===== config.mk =====
export PLATFORM = sky130hd
export DESIGN_NAME = tag_dispatcher
export DESIGN_NICKNAME = d
export VERILOG_FILES = /design/src/rtl/tag_dispatcher.sv
export SDC_FILE = /design/constraint.sdc
export NUM_CORES = 1
export LEC_CHECK = 0
export ABC_AREA = 1
export BUFFER_PORTS_ARGS = -buffer_cell sky130_fd_sc_hd__buf_2
export CORE_AREA = 2 2 470 472
export CTS_CLUSTER_SIZE = 12
export DETAILED_ROUTE_END_ITERATION = 8
export DIE_AREA = 0 0 472 474
export MAX_ROUTING_LAYER = met4
export PLACE_DENSITY = 0.35
export SYNTH_ARGS = -nofsm -noshare
export SYNTH_HDL_FRONTEND = slang
export SYNTH_SLANG_ARGS = --single-unit

===== constraint.sdc =====
create_clock -name clk -period 5.8 [get_ports clk]
set_input_delay 0.29 -clock clk [delete_from_list [all_inputs] [get_ports clk]]
set_output_delay 0.29 -clock clk [all_outputs]
set_load 0.01 [all_outputs]

===== src/rtl/tag_dispatcher.sv =====
// tag_dispatcher: credit-based, packet-granular tag scheduler for one crossbar
// input port. Each packet is given a destination tag picked round-robin among
// outputs that hold credits; the tag is held for every beat through `last`.
// Optional macro TAG_DISPATCH_STATS_EN enables the 32-bit dispatched-packet
// counter on pkt_count; without it pkt_count is tied to zero.
module tag_dispatcher #(
  parameter int DATA_WIDTH  = 512,
  parameter int KEEP_WIDTH  = DATA_WIDTH / 8,
  parameter int NUM_OUTPUTS = 4,
  parameter int TAG_WIDTH   = $clog2(NUM_OUTPUTS),
  parameter int MAX_CREDITS = 16
) (
  input  logic                   clk,
  input  logic                   rst_n,
  input  logic [DATA_WIDTH-1:0]  in_data,
  input  logic [KEEP_WIDTH-1:0]  in_keep,
  input  logic                   in_last,
  input  logic                   in_valid,
  output logic                   in_ready,
  output logic [DATA_WIDTH-1:0]  out_data,
  output logic [TAG_WIDTH-1:0]   out_tag,
  output logic [KEEP_WIDTH-1:0]  out_keep,
  output logic                   out_last,
  output logic                   out_valid,
  input  logic                   out_ready,
  input  logic [NUM_OUTPUTS-1:0] credit_return,
  output logic                   credit_err,
  output logic [31:0]            pkt_count
);

  localparam int CW  = $clog2(MAX_CREDITS + 1);
  localparam int TW1 = TAG_WIDTH + 1;
  localparam logic [CW-1:0]        CMAX     = CW'(MAX_CREDITS);
  localparam logic [CW-1:0]        CONE     = CW'(1);
  localparam logic [TAG_WIDTH-1:0] LAST_IDX = TAG_WIDTH'(NUM_OUTPUTS - 1);
  localparam logic [TAG_WIDTH-1:0] TONE     = TAG_WIDTH'(1);
  localparam logic [TW1-1:0]       N_EXT    = TW1'(NUM_OUTPUTS);

  typedef enum logic {S_IDLE, S_BUSY} state_t;

  state_t                 r_state;
  logic [TAG_WIDTH-1:0]   r_lock;
  logic [TAG_WIDTH-1:0]   r_rr_ptr;

  logic                   r_out_valid;
  logic                   r_out_last;
  logic [TAG_WIDTH-1:0]   r_out_tag;
  logic [DATA_WIDTH-1:0]  r_out_data;
  logic [KEEP_WIDTH-1:0]  r_out_keep;
  logic                   r_credit_err;

  logic [NUM_OUTPUTS-1:0] w_has_credit;
  logic [NUM_OUTPUTS-1:0] w_consume;
  logic [NUM_OUTPUTS-1:0] w_err_set;
  logic                   w_sel_found;
  logic [TAG_WIDTH-1:0]   w_sel;
  logic [TW1-1:0]         w_scan_sum;
  logic [TAG_WIDTH-1:0]   w_scan_idx;
  logic                   w_can_issue;
  logic                   w_ld;
  logic                   w_accept;
  logic [TAG_WIDTH-1:0]   w_tag;

  // Round-robin pick: first output with credit, scanning upward from r_rr_ptr.
  always_comb begin
    w_sel       = '0;
    w_sel_found = 1'b0;
    w_scan_sum  = '0;
    w_scan_idx  = '0;
    for (int k = 0; k < NUM_OUTPUTS; k++) begin
      w_scan_sum = {1'b0, r_rr_ptr} + TW1'(k);
      if (w_scan_sum >= N_EXT) begin
        w_scan_sum = w_scan_sum - N_EXT;
      end
      w_scan_idx = w_scan_sum[TAG_WIDTH-1:0];
      if (!w_sel_found && w_has_credit[w_scan_idx]) begin
        w_sel_found = 1'b1;
        w_sel       = w_scan_idx;
      end
    end
  end

  // An open packet may only advance while its locked output still has credit.
  assign w_can_issue = (r_state == S_IDLE) ? w_sel_found : w_has_credit[r_lock];
  assign w_ld        = !r_out_valid || out_ready;
  assign in_ready    = w_ld && w_can_issue;
  assign w_accept    = in_valid && in_ready;
  assign w_tag       = (r_state == S_IDLE) ? w_sel : r_lock;

  // Per-output credit pools: +1 on return, -1 on consume, saturate at full.
  for (genvar gi = 0; gi < NUM_OUTPUTS; gi++) begin : g_credit
    logic [CW-1:0] r_cnt;

    assign w_has_credit[gi] = (r_cnt != '0);
    assign w_consume[gi]    = w_accept && (w_tag == TAG_WIDTH'(gi));
    assign w_err_set[gi]    = credit_return[gi] && !w_consume[gi] && (r_cnt == CMAX);

    // Credit counter update for this output.
    always_ff @(posedge clk or negedge rst_n) begin
      if (!rst_n) begin
        r_cnt <= CMAX;
      end else if (credit_return[gi] && !w_consume[gi] && (r_cnt != CMAX)) begin
        r_cnt <= r_cnt + CONE;
      end else if (w_consume[gi] && !credit_return[gi]) begin
        r_cnt <= r_cnt - CONE;
      end
    end
  end

  // Sticky flag for a credit returned into an already-full pool.
  always_ff @(posedge clk or negedge rst_n) begin
    if (!rst_n) begin
      r_credit_err <= 1'b0;
    end else if (|w_err_set) begin
      r_credit_err <= 1'b1;
    end
  end

  // Packet FSM: picks and locks a destination on the first beat of a packet.
  always_ff @(posedge clk or negedge rst_n) begin
    if (!rst_n) begin
      r_state  <= S_IDLE;
      r_lock   <= '0;
      r_rr_ptr <= '0;
    end else if (w_accept) begin
      case (r_state)
        S_IDLE: begin
          r_rr_ptr <= (w_sel == LAST_IDX) ? '0 : (w_sel + TONE);
          if (!in_last) begin
            r_state <= S_BUSY;
            r_lock  <= w_sel;
          end
        end
        S_BUSY: begin
          if (in_last) begin
            r_state <= S_IDLE;
          end
        end
        default: r_state <= S_IDLE;
      endcase
    end
  end

  // Output stage control: valid/tag/last loaded whenever the stage can take a beat.
  always_ff @(posedge clk or negedge rst_n) begin
    if (!rst_n) begin
      r_out_valid <= 1'b0;
      r_out_tag   <= '0;
      r_out_last  <= 1'b0;
    end else if (w_ld) begin
      r_out_valid <= w_accept;
      if (w_accept) begin
        r_out_tag  <= w_tag;
        r_out_last <= in_last;
      end
    end
  end

  // Payload register; contents are don't-care while out_valid is low.
  always_ff @(posedge clk) begin
    if (w_accept) begin
      r_out_data <= in_data;
      r_out_keep <= in_keep;
    end
  end

`ifdef TAG_DISPATCH_STATS_EN
  logic [31:0] r_pkt_count;

  // Count dispatched packets (accepted last beats); wraps naturally.
  always_ff @(posedge clk or negedge rst_n) begin
    if (!rst_n) begin
      r_pkt_count <= '0;
    end else if (w_accept && in_last) begin
      r_pkt_count <= r_pkt_count + 32'd1;
    end
  end

  assign pkt_count = r_pkt_count;
`else
  assign pkt_count = '0;
`endif

  assign out_valid  = r_out_valid;
  assign out_tag    = r_out_tag;
  assign out_last   = r_out_last;
  assign out_data   = r_out_data;
  assign out_keep   = r_out_keep;
  assign credit_err = r_credit_err;

endmodule


==> results.md <==
* Number of flops mapped to enable cells by yosys at 576
* Clock buffer depth at 3
* Final Cycle Share at 63.7%
* Final WL at 150 mm
* Placed Cells at 4957
* Sw frac at 34.4%
* Total GRT Usage at 13.3%
* Initial DRC count at 1030
* RePlAce Congestion at 0.917
* Comb pwr share at a little over a quarter
* RSZ-0062 raised after global routing: false
* PD cells at between 400 and 500 nW/um^2
* Crit path DAT at between 4 and 5 ns
* Most used DFF post-synth: edfxtp_1
* Number of I/O pins at 1199
* Post-synth top area share at 86.2%
* Unique cell type count in the Yosys netlist at 36
* Fillers at around 24000
* Synthesized cell area at 20100 um^2
* Post-route setup slack at around 2.1 ns
* CP Class: flip-flop to flip-flop
* Largest net degree at the start of global routing at 163
* Int Power at 10500 uW
* Clock Skew at 0.0311 ns
* CP Capture Type: flip-flop
* Vias in the first global route at 17000
* DR vias at roughly 16000
* Actual slew at the worst max-slew pin at 0.997 ns
* M1 WL at 58.7 mm
* Yosys warns at 0
* Startpoint types: flip-flop
* Syn avg cell area at 21.8 um^2
* Syn Inst Count at 919
* Wire per inst at between 20 and 30 um
* WP data required at 6.44 ns
* Routed met2 length at slightly below 70 mm
* R2R Path Start: r_rr_ptr[0]$_DFFE_PN0P_
* CTS tree: yes
* Fin crit period at 3.70 ns
* LEAKAGE at ~0.015 uW
* Gr ovfl total at 0
* Clock Sink Count at 606
* Crit path launch: r_rr_ptr[0]$_DFFE_PN0P_
* Initial antenna violation count at 87
* Clock slew seen by the registers of the worst setup and hold paths at 0.06 ns
* Core footprint at 219000 um^2
* Remaining DRCs at 0
* Die ar. at 224000 um^2
* Pre-CTS setup slack at 2.02 ns
* Worst-path fanout max at 162
* Number of buffers added on ports at ~1200
* Flops & latches, synth at 606
* H-tree levels at 3
* Setup TNS at 0 ns
* Initial Utilization at 9.17%
* Hold WS at between 0.15 and 0.2 ns
* DIE HEIGHT at 474 um
* Max_cap viols at 0
* TritonCTS Buffers at 83
* DP Wirelength at about 130 mm
* Most common cell after layout, fill and taps aside: buf_2
* Area occupied by registers at 18100 um^2
* Slew Viols, Final at 0
* Vias per cell at ~2.9
* Sequential share of power at 39.9%
* Most frequent cells in the layout: buf_2 (1166), dlygate4sd3_1 (585), edfxtp_1 (576)
* First-pass iteration count of the detailed router at 6
* First-pass GRT wire length at 183 mm
* Clock latency on the worst-skew pair at 0.71 ns
* Resize count post-CTS at 0
* Final ANT Viol Nets at 0
* Clock group share of total power at 34.1%
* CTS root buf: clkbuf_16
* Layout net count at about 3400
* Peak supply drop at 0.246 mV
* # setup viols final at 0
* Num rows at 172
* Die width at 472 um
* Async set-or-reset flop fraction in the synthesized netlist at 4.95%
* Post-synth top area cell: edfxtp_1
* Part of the Yosys area used for sequential elements at approximately nine tenths
* Routed wl met3 at 19.1 mm
* Area growth from synthesis to layout at 90.2%
* Share of cells above drive strength 1 at between 40% and 50%
* Hold crit path type: primary input to asynchronous set/reset pin
* Post-CTS setup buffer count at 0
* Area occupied by multi-input gates at 1720 um^2
* Power, Total at 16000 uW
* Synth area leaders: edfxtp_1 (86%), dfrtp_1 (3.2%), nand2_1 (1.5%)
* Slew headroom at 33.5%
* Highest routed layer: met4
* Final std cells w/o fill at 5704
* Final Hold Vio Count at 0
* Max frequency at about 0.27 GHz
* Status: completed
* Switching Power at 5500 uW
## critical path, cell delays in order (launching register included)
cell,delay [ns]
dfrtp_1,0.64
nand4_1,0.26
nand3_1,0.16
nand2_1,0.10
nor2_4,0.15
nand3_2,0.06
nand2_1,0.07
inv_2,0.07
nand2_8,0.14
clkinv_16,0.41
nand3_2,0.29
nand3_4,0.17
ha_1,0.36
a21o_1,0.16
a31oi_1,0.23
inv_1,0.08
nand2_2,0.08
nand2_1,0.05
nand2_1,0.05
nand2_1,0.04
## registers in the layout (all words and copies together) (netlist names)
name / cells
credit_err: 1
g_credit.r_cnt: 20
out_data: 512
out_keep: 64
out_last: 1
out_tag: 2
out_valid: 1
r_lock: 2
r_rr_ptr: 2
r_state: 1
## logic make-up (layout without fill, tap and decap cells)
logic type / Yosys count / after routing / share of synthesized area [%]
buf+inv: 70 / 1941 / 2.02
other cells: 1 / 44 / 0.0187
fa+ha+maj: 16 / 16 / 1.15
xor+xnor: 12 / 12 / 0.674
simple gates: 192 / 192 / 5.50
flops: 606 / 606 / 90.0
compound gates: 22 / 22 / 0.636
## layer usage
layer,up-vias,global-route usage (%)
met2,982,20.7
met5,-,-
met3,258,7.28
li1,7138,-
met1,7973,14.7
met4,0,3.07
## cell type report
class                      count  area share, %
antenna                       12         0.0787
clock buffer                  95           5.56
clock inverter                55           1.87
inverter                      37          0.440
multi-input combinational    274           4.50
sequential                   606           47.3
tap                         2871           9.42
timing repair buffer        1754           30.8
## what timing repair did
item,CTS,global route
endpoints found under the hold margin,622,0
hold buffers,585,0
endpoints found under the setup margin,0,0
## worst paths after layout
check | slack (ns) | to | cells past startpoint
max | 2.10 | g_credit[0].r_cnt[4]$_DFFE_PN1P_ | 19
min | 0.18 | out_tag[0]$_DFFE_PN0P_ | 2
max reg2reg | 2.10 | g_credit[0].r_cnt[4]$_DFFE_PN1P_ | 19
min reg2reg | 0.47 | g_credit[0].r_cnt[4]$_DFFE_PN1P_ | 2
max in group asynchronous | 5.10 | g_credit[3].r_cnt[2]$_DFFE_PN0P_ | 2
min in group clk | 0.28 | out_data[328]$_DFFE_PP_ | 2
## Yosys cell counts (2+ instances only)
| cell | count |
|---|---|
| a21o_1 | 4 |
| a21oi_1 | 3 |
| a31oi_1 | 4 |
| buf_4 | 32 |
| dfrtp_1 | 26 |
| dfstp_2 | 4 |
| edfxtp_1 | 576 |
| fa_1 | 4 |
| ha_1 | 12 |
| inv_1 | 32 |
| inv_2 | 3 |
| nand2_1 | 80 |
| nand2_2 | 16 |
| nand2_4 | 6 |
| nand3_1 | 46 |
| nand3_2 | 8 |
| nand3_4 | 5 |
| nand3b_4 | 2 |
| nand4_1 | 9 |
| nor2_1 | 13 |
| nor2_2 | 3 |
| o21ai_0 | 9 |
| xor2_1 | 7 |
| xor2_2 | 3 |
## power by group through the flow
stage / Clock, uW / Sequential, uW / Combinational (uW)
6_report: 5450 / 6390 / 4160
5_1_grt: 5840 / 6480 / 4580
4_1_cts: 5740 / 6410 / 4320
3_5_place_dp: 0 / 6470 / 3920
3_3_place_gp: 0 / 6470 / 3940
2_1_floorplan: 0 / 6800 / 1370
## through the flow
step	area (um^2)	util, %
floorplan	20200	-
CTS	38100	17.4
global placement	29400	13.5
finish	38100	17.4
global route	38100	17.4
detailed placement	29400	13.5
Power figures use the tool's default switching activity.
